### src/rtl/eth_pkg.sv
// eth_pkg: definitions shared by the Ethernet transmit framer and any
// future receive-side FCS checker.
//   state_t      - framer FSM states
//   ETH_PREAMBLE - preamble byte (sent seven times)
//   ETH_SFD      - start-of-frame delimiter byte
//   CRC32_POLY   - reflected IEEE 802.3 polynomial
//   CRC32_INIT   - CRC register value at the start of a frame
//   crc32_byte() - advances a reflected CRC-32 by one byte, LSB first
package eth_pkg;

  typedef enum logic [2:0] {
    IDLE = 3'd0,
    PRE  = 3'd1,
    DATA = 3'd2,
    PAD  = 3'd3,
    FCS  = 3'd4,
    IFG  = 3'd5
  } state_t;

  localparam logic [7:0]  ETH_PREAMBLE = 8'h55;
  localparam logic [7:0]  ETH_SFD      = 8'hD5;
  localparam logic [31:0] CRC32_POLY   = 32'hEDB88320;
  localparam logic [31:0] CRC32_INIT   = 32'hFFFFFFFF;

  // The reflected form shifts right, so bit 0 of the data byte goes first,
  // matching the order in which the bits leave on the wire.
  function automatic logic [31:0] crc32_byte(input logic [31:0] crc,
                                             input logic [7:0]  data_byte);
    logic [31:0] c;
    c = crc ^ {24'h000000, data_byte};
    for (int i = 0; i < 8; i++) begin
      c = c[0] ? ((c >> 1) ^ CRC32_POLY) : (c >> 1);
    end
    return c;
  endfunction

endpackage

### src/rtl/eth_crc32_byte.sv
// eth_crc32_byte: purely combinational one-byte step of the IEEE 802.3
// CRC-32. Usable on both transmit (FCS generation) and receive (FCS check).
//   crc_in  [31:0] - current CRC register
//   data_in [7:0]  - byte to fold in
//   crc_out [31:0] - CRC register after the byte
module eth_crc32_byte
  import eth_pkg::*;
(
  input  logic [31:0] crc_in,
  input  logic [7:0]  data_in,
  output logic [31:0] crc_out
);

  assign crc_out = crc32_byte(crc_in, data_in);

endmodule

### src/rtl/eth_tx_framer.sv
// eth_tx_framer: egress framing stage. For every frame arriving on the
// payload byte stream it emits preamble/SFD (optional), the payload with
// zero latency, zero padding up to MIN_FRAME bytes, and the 4-byte FCS,
// then holds the output idle for the inter-frame gap.
//   clk, rst     - clock, synchronous active-high reset
//   in_valid     - payload byte valid
//   in_data      - payload byte
//   in_last      - last payload byte of the frame
//   in_ready     - payload byte accepted when in_valid && in_ready
//   out_valid    - framed byte valid
//   out_data     - framed byte
//   out_sop      - first byte of the frame on the wire
//   out_last     - last FCS byte
//   out_ready    - downstream accepts when out_valid && out_ready
//   tx_busy      - framer is not idle (includes the inter-frame gap)
//   frames_sent  - completed frames, wrapping at 2^32
module eth_tx_framer
  import eth_pkg::*;
#(
  parameter int MIN_FRAME   = 60,
  parameter int IFG_CYCLES  = 12,
  parameter int PREAMBLE_EN = 1,
  parameter int LEN_W       = 11
) (
  input  logic        clk,
  input  logic        rst,
  input  logic        in_valid,
  input  logic [7:0]  in_data,
  input  logic        in_last,
  output logic        in_ready,
  output logic        out_valid,
  output logic [7:0]  out_data,
  output logic        out_sop,
  output logic        out_last,
  input  logic        out_ready,
  output logic        tx_busy,
  output logic [31:0] frames_sent
);

  localparam logic [LEN_W-1:0] CNT_MAX     = '1;
  localparam logic [LEN_W-1:0] MIN_FRAME_L = LEN_W'(MIN_FRAME);

  // IDLE always spends one clock recognising in_valid before the next frame
  // starts, and that clock is counted as the final gap clock. The IFG state
  // itself therefore lasts IFG_CYCLES-1 clocks, so the wire sees exactly
  // IFG_CYCLES idle clocks between back-to-back frames.
  localparam logic [7:0] IFG_LAST = 8'((IFG_CYCLES > 1) ? (IFG_CYCLES - 2) : 0);

  state_t           state, state_next;
  logic [2:0]       pre_idx;
  logic [1:0]       fcs_idx;
  logic [LEN_W-1:0] byte_cnt;
  logic [LEN_W-1:0] cnt_inc;
  logic [7:0]       ifg_cnt;
  logic [31:0]      crc;
  logic [31:0]      crc_next;
  logic [31:0]      fcs_word;
  logic [7:0]       crc_data;
  logic             out_hs;

  // The byte counter sticks at its maximum instead of wrapping so that an
  // oversize frame can never look short and trigger padding.
  assign cnt_inc  = (byte_cnt == CNT_MAX) ? byte_cnt : byte_cnt + 1'b1;
  assign fcs_word = ~crc;
  assign crc_data = (state == PAD) ? 8'h00 : in_data;
  assign tx_busy  = (state != IDLE);

  eth_crc32_byte u_crc (
    .crc_in  (crc),
    .data_in (crc_data),
    .crc_out (crc_next)
  );

  always_ff @(posedge clk) begin
    if (rst) begin
      state <= IDLE;
    end else begin
      state <= state_next;
    end
  end

  // Outputs and next state. PRE, PAD and FCS present a byte unconditionally
  // and only move on when it is taken, so out_valid/out_data stay put while
  // out_ready is low.
  always_comb begin
    state_next = state;
    in_ready   = 1'b0;
    out_valid  = 1'b0;
    out_data   = 8'h00;
    out_sop    = 1'b0;
    out_last   = 1'b0;
    out_hs     = 1'b0;
    case (state)
      IDLE: begin
        if (in_valid) begin
          state_next = (PREAMBLE_EN != 0) ? PRE : DATA;
        end
      end
      PRE: begin
        out_valid = 1'b1;
        out_data  = (pre_idx == 3'd7) ? ETH_SFD : ETH_PREAMBLE;
        out_sop   = (pre_idx == 3'd0);
        out_hs    = out_ready;
        if (out_ready && (pre_idx == 3'd7)) begin
          state_next = DATA;
        end
      end
      DATA: begin
        out_valid = in_valid;
        out_data  = in_data;
        in_ready  = out_ready;
        out_sop   = (PREAMBLE_EN == 0) && in_valid && (byte_cnt == '0);
        out_hs    = in_valid && out_ready;
        if (out_hs && in_last) begin
          state_next = (cnt_inc < MIN_FRAME_L) ? PAD : FCS;
        end
      end
      PAD: begin
        out_valid = 1'b1;
        out_data  = 8'h00;
        out_hs    = out_ready;
        if (out_ready && (cnt_inc >= MIN_FRAME_L)) begin
          state_next = FCS;
        end
      end
      FCS: begin
        out_valid = 1'b1;
        case (fcs_idx)
          2'd0:    out_data = fcs_word[7:0];
          2'd1:    out_data = fcs_word[15:8];
          2'd2:    out_data = fcs_word[23:16];
          default: out_data = fcs_word[31:24];
        endcase
        out_last = (fcs_idx == 2'd3);
        out_hs   = out_ready;
        if (out_ready && (fcs_idx == 2'd3)) begin
          state_next = (IFG_CYCLES > 1) ? IFG : IDLE;
        end
      end
      IFG: begin
        if (ifg_cnt == IFG_LAST) begin
          state_next = IDLE;
        end
      end
      default: begin
        state_next = IDLE;
      end
    endcase
  end

  // Per-frame bookkeeping. Everything is re-armed when a frame starts, so a
  // reset or abandoned frame can never leak CRC or count state into the next.
  always_ff @(posedge clk) begin
    if (rst) begin
      pre_idx     <= 3'd0;
      fcs_idx     <= 2'd0;
      byte_cnt    <= '0;
      ifg_cnt     <= 8'd0;
      crc         <= CRC32_INIT;
      frames_sent <= 32'd0;
    end else begin
      case (state)
        IDLE: begin
          if (in_valid) begin
            pre_idx  <= 3'd0;
            fcs_idx  <= 2'd0;
            byte_cnt <= '0;
            crc      <= CRC32_INIT;
          end
        end
        PRE: begin
          if (out_hs) begin
            pre_idx <= pre_idx + 3'd1;
          end
        end
        DATA, PAD: begin
          if (out_hs) begin
            byte_cnt <= cnt_inc;
            crc      <= crc_next;
          end
        end
        FCS: begin
          if (out_hs) begin
            fcs_idx <= fcs_idx + 2'd1;
            if (fcs_idx == 2'd3) begin
              frames_sent <= frames_sent + 32'd1;
              ifg_cnt     <= 8'd0;
            end
          end
        end
        IFG: begin
          ifg_cnt <= ifg_cnt + 8'd1;
        end
        default: begin
        end
      endcase
    end
  end

endmodule

### config.mk
export PLATFORM = sky130hd
export DESIGN_NAME = eth_tx_framer
export DESIGN_NICKNAME = d
export VERILOG_FILES = /design/src/rtl/eth_pkg.sv /design/src/rtl/eth_crc32_byte.sv /design/src/rtl/eth_tx_framer.sv
export SDC_FILE = /design/constraint.sdc
export NUM_CORES = 1
export LEC_CHECK = 0
export BUFFER_PORTS_ARGS = -buffer_cell sky130_fd_sc_hd__buf_4
export CAP_MARGIN = 10
export CORE_ASPECT_RATIO = 1.5
export CORE_MARGIN = 1.5
export CORE_UTILIZATION = 40
export DETAILED_ROUTE_END_ITERATION = 6
export GPL_ROUTABILITY_DRIVEN = 0
export GPL_TIMING_DRIVEN = 0
export SYNTH_ARGS = -nofsm -noshare
export SYNTH_HDL_FRONTEND = slang
export SYNTH_SLANG_ARGS = --single-unit
### constraint.sdc
create_clock -name clk -period 2.6 [get_ports clk]
set_input_delay 0.39 -clock clk [delete_from_list [all_inputs] [get_ports clk]]
set_output_delay 0.39 -clock clk [all_outputs]
set_load 0.01 [all_outputs]
# Word level (Yosys, flattened, before mapping)
# Cells that the tools add are included.
# word_totals
input_bits	13
elab_cells	107
reg_bits	91
# classes
n_addsub	5
n_reduce_logical	21
n_bitwise	10
muxes	41
magnitude_cmp	2
n_eq_ne	21
# op_table
op	n
32-bit two-way mux	10
13-bit inverter with 14-bit output	8
32-bit one-hot mux with 2 select lines	1
8-bit one-hot mux with 3 select lines	2
11-bit two-way mux	3
32-bit by 1-bit adder with 32-bit output, second input constant	1
8-bit two-way mux	4
32-bit inverter	1
32-bit by 8-bit bitwise XOR with 32-bit output	1
3-bit two-way mux	9
11-bit one-hot mux with 2 select lines	1
2-bit inequality test, second input constant	9
3-bit one-hot mux with 6 select lines	1
8-bit one-hot mux with 2 select lines	1
3-bit AND reduction	5
11-bit by 1-bit adder with 11-bit output, second input constant	1
11-bit == test, second input constant	1
11-bit by 6-bit >= comparator with 1-bit output, second input constant	1
11-bit by 6-bit less-than comparator with 1-bit output, second input constant	1
3-bit == test, second input constant	3
8-bit by 1-bit adder with 8-bit output, second input constant	1
8-bit by 4-bit == test with 1-bit output, second input constant	1
2-bit nonzero test	4
3-bit by 2-bit == test with 1-bit output, second input constant	2
other kinds (18)	28

# Depth between registers and ports, before layout
# depth
ltp_word	21
ltp_mapped	9
depth_no_buf	8

# Cells and area by module
# Synthesis repeated with hierarchy kept, for this count alone.
# unflattened
cells_unflattened	666
hier_area_um2	5450.2
# modules_own_cells
mod	area_each_um2	seq_area_each_um2	n_inst	cells_each
eth_tx_framer	4702.0	1821.7	1	596
eth_crc32_byte	748.2	0.0	1	70

# Worst setup path before layout
# Ideal clock, no wire load.
# synth_timing
kind	register to register
start	register state[0]
end	register crc[18]
setup_slack_ns	0.371
period_less_slack_ns	2.229
setup_ns	0.122
n_path_buf	2
arrival_time_ns	2.107
stages_incl_launch_ff	9
cell_sequence	dfxtp_1 > buf_6 > and3b_1 > buf_2 > or3_4 > a211o_1 > and2_1 > mux2_2 > a221o_1
# synth_between
elab_chain_len	17
word_cells_on_any_way	29
classes_between	eq/ne (6); mux (12); bitwise (6); reduce/logical (5)
# synth_rtl
item	line_no	source
start, declared	eth_tx_framer.sv:49	state_t state, state_next;
start signal, assigned	eth_tx_framer.sv:78	state <= state_next;
3-bit by 2-bit == test with 1-bit output	eth_tx_framer.sv:65, eth_tx_framer.sv:93, eth_tx_framer.sv:162	
8-bit two-way mux	eth_tx_framer.sv:65	assign crc_data = (state == PAD) ? 8'h00 : in_data;
32-bit by 8-bit bitwise XOR with 32-bit output	eth_pkg.sv:30	c = crc ^ {24'h000000, data_byte};
32-bit two-way mux (2 in series)	eth_pkg.sv:32	c = c[0] ? ((c >> 1) ^ CRC32_POLY) : (c >> 1);
13-bit inverter with 14-bit output (no source line)	-	
32-bit two-way mux (2 in series)	eth_pkg.sv:32	
13-bit inverter with 14-bit output (no source line)	-	
32-bit two-way mux	eth_pkg.sv:32	
13-bit inverter with 14-bit output (no source line)	-	
32-bit two-way mux	eth_pkg.sv:32	
13-bit inverter with 14-bit output (no source line)	-	
32-bit two-way mux (2 in series)	eth_pkg.sv:32	
32-bit two-way mux	eth_tx_framer.sv:177	if (out_hs) begin
32-bit one-hot mux with 2 select lines	eth_tx_framer.sv:162	case (state)
end signal, assigned	eth_tx_framer.sv:179	crc <= crc_next;
end, declared	eth_tx_framer.sv:55	logic [31:0] crc;
# Parallel ways exist; a longest one is shown, timed or not. The select of a mux whose other input is x is not followed.
# A chain may end at the register's enable or synchronous reset.

# Final worst setup path
# layout_timing
start	register state[2]
end	output port out_data[7]
# layout_between
elab_chain_len	2
word_cells_on_any_way	4
classes_between	eq/ne (3); mux (1)
# layout_rtl
item	line_no	source
3-bit == test (tied with other cells)	eth_tx_framer.sv:93	case (state)
8-bit one-hot mux with 3 select lines (*)	eth_tx_framer.sv:93	
end, declared	eth_tx_framer.sv:32	output logic [7:0] out_data,
# Every way passes the cells marked *; elsewhere a longest branch is shown, timed or not.

==> results.json <==
{
  "status": "finished clean",
  "place_ws_ns": -0.0614,
  "wl_per_cell_um": 17.5,
  "vias_per_cell": 5.56,
  "setup_tns_ns": 0,
  "synth_simple_gate_area_share_pct": 24.5,
  "crit_path_start_kind": "flip-flop",
  "routed_wl_um": 15600,
  "grt_pass1_vias": 4913,
  "multi_input_area_um2": 3610,
  "cp_max_fo": 10,
  "synth_top_cell_area_share_pct": 32.1,
  "grtUsageTotal_pct": 21.5,
  "synth.area.top_cells": "dfxtp_1 (32%), xnor2_1 (8.5%), xnor3_1 (5.6%)",
  "core_region_area_um2": 13900,
  "p_leak_nw": 2.65,
  "rr_endpoint": "crc[7]",
  "synth-xor-area-share_pct": 21.3,
  "cp_slowest_stage_delay_ns": 0.43,
  "drv_cap": 0,
  "fin_crit_ns": 2.47,
  "startpoint": "state[2]",
  "ir_worst_vdd_v": 0.000291,
  "num_antenna_cells": 0,
  "ff_latch_area_um2": 1830,
  "port_buffers": 54,
  "hold_buffers": 0,
  "r2r_setup_slack_ns": 0.16,
  "critPathKind": "flip-flop to output pin",
  "yosys.area.top_type": "dfxtp_1",
  "finalHoldViolCount": 0,
  "die_h_um": 149,
  "start_util_pct": 40.7,
  "finalWorstSetupSlack_ns": 0.126,
  "fp.dieArea_um2": 14900,
  "slew_viol_final": 0,
  "synth_edf_count": 0,
  "muxShareOfSynthArea_pct": 0.552,
  "drtIter0Drc": 232,
  "synthCells": 659,
  "grt_pass1_wl_um": 25000,
  "overflow": 0,
  "rsz0062_at_grt": "no",
  "synth.cell_area_um2": 5670,
  "h-tree-depth": 3,
  "path_clk_slew_ns": 0.07,
  "area_growth_pct": 17.3,
  "drt_first_pass_iters": 4,
  "synth_nets": 684,
  "required_ns": 2.21,
  "period_share_pct": 95.2,
  "ios": 58,
  "synth-compound-area-share_pct": 14.1,
  "ys_ff_latch": 91,
  "vias": 4973,
  "synth_adder_area_share_pct": 2.65,
  "post-route-drc-count": 0,
  "powerDensity_nw_per_um2": 709,
  "r2r.worst_path.cells": 7,
  "root_buffer": "clkbuf_16",
  "numCtsBuffers": 9,
  "crit_end": "out_data[7]",
  "drive_above_1_share_pct": 18.1,
  "r2r-start": "state[2]",
  "worst-path-stages": 6,
  "nFillCells": 1383,
  "cts_tree": "yes",
  "synth-seq-area-share_pct": 32.1,
  "antenna_left": 0,
  "async_reset_ff_share_pct": 0,
  "crit_chain": "clkbuf_2 > nor2b_2 > o311a_1 > a21oi_1 > o21ai_0 > buf_4",
  "max_freq_mhz": 404,
  "clock_sinks": 91,
  "cp-end-kind": "output pin",
  "synth_top_family_by_area": "simple AND/OR/NAND/NOR gates",
  "dp_hpwl_um": 11700,
  "fin_nets": 750,
  "final_common_cell": "dfxtp_1",
  "ctsLongestPathBuffers": 2,
  "crit_slowest_cell": "dfxtp_1",
  "holdCritPathClass": "flip-flop to flip-flop",
  "slew_headroom_pct": 57.5,
  "die_width_um": 100,
  "critPathBufInv": 2,
  "rows": 53,
  "grt_max_degree": 18,
  "setup_viol_count_final": 0,
  "yosysUniqueCellTypes": 68,
  "tightest_slew_ns": 0.638,
  "clock_latency_ns": 0.35,
  "worstPathArrival_ns": 2.08,
  "path_delay_family": "compound AO/OA/AOI/OAI gates",
  "synthFlopType": "dfxtp_1",
  "antenna_found_initial": 0,
  "layout_common_cells": "dfxtp_1 (86), nor2_1 (78), buf_4 (57)",
  "worst_clock_skew_ns": 0.00709,
  "avgSynthCellArea_um2": 8.60,
  "ys_warn_count": 0
}
## cells in the mapped netlist, types with 13 or more instances
cell and instances:
xor2_1 26, xnor2_1 55, o22ai_1 23, inv_1 23, dfxtp_1 91, nand2b_1 20
xnor3_1 14, nor3_1 16, nand2_1 52, nor2_1 79, nand3_1 13, o21ai_0 20
clkbuf_1 29, a21oi_1 43
## worst register-to-register path, cell delays in order, from the launching register on
cell	delay (ns)
dfxtp_1	0.43
nand2b_1	0.37
o221a_1	0.27
buf_6	0.17
xnor3_1	0.50
xnor2_1	0.20
a21oi_1	0.09
or2_2	0.29
## per-stage QoR
stage | cells | power [mW] | instance area (um2) | hold slack (ns) | utilization [%]
final | 895 | 4.72 | 6650 | 0.503 | 47.7
after global routing | 895 | 4.92 | 6650 | 0.524 | 47.7
after CTS | 893 | 4.72 | 6600 | 0.497 | 47.4
after detailed placement | 879 | 3.33 | 6280 | 0.487 | 45.1
after global placement | 878 | 3.30 | 6280 | 0.478 | 45.1
after floorplan | 659 | 2.85 | 5670 | 0.460 | -
## layer usage
| layer | share of wire [%] | GRT usage [%] | wire [um] | vias to the layer above |
|---|---|---|---|---|
| li1 | - | - | - | 2419 |
| met1 | 40 | 24.0 | 6240 | 2387 |
| met2 | 52 | 39.3 | 8170 | 136 |
| met3 | 4.1 | 2.58 | 643 | 31 |
| met4 | 3.7 | 11.2 | 578 | 0 |
| met5 | 0 | 0 | 0 | - |
## state kept, by name, indices dropped and copies added (netlist names)
signal       count
state            3
fcs_idx          2
byte_cnt        11
frames_sent     32
ifg_cnt          8
crc             32
pre_idx          3
## power by group
| part | switching [mW] | leakage, nW | total (mW) | internal (mW) |
|---|---|---|---|---|
| Clock | 0.625 | 0.149 | 1.39 | 0.762 |
| Sequential | 0.0735 | 0.738 | 1.53 | 1.46 |
| Combinational | 0.949 | 1.76 | 1.79 | 0.846 |
| Total | 1.65 | 2.65 | 4.72 | 3.07 |
## kinds of logic (layout without fill, tap and decap cells)
logic type	count (synthesis)	in the layout
buffers and inverters	64	135
AOI/OAI and AO/OA	126	126
muxes	3	3
and+or+nand+nor	260	260
DFF	91	91
adders and majority gates	12	12
xor gates and xnor gates	103	103
## worst min path at each step
stage	cells after the start	startpoint	endpoint
after global placement	2	byte_cnt[1]	byte_cnt[1]
final	2	byte_cnt[1]	byte_cnt[1]
after floorplan	2	crc[15]	crc[15]
after detailed placement	2	byte_cnt[1]	byte_cnt[1]
after global routing	2	byte_cnt[1]	byte_cnt[1]
after CTS	2	byte_cnt[1]	byte_cnt[1]
## what timing repair did
action                                  4_1_cts  5_1_grt
endpoints found under the setup margin       21       40
gates resized for setup                       8       18
buffers inserted                              0        3
pin swaps                                     0        0
cloned                                        0        0
## area by class of cell
class                   count  area share (%)
multi-input cells         504            54.3
flip-flops and latches     91            27.5
plain buffers              38            2.71
inverters                  23            1.34
repair buffers             58            6.51
clock inverters             7            1.20
clock buffers               9            3.39
well taps                 165            3.11
No activity file was read; power rests on OpenSTA's default activity.
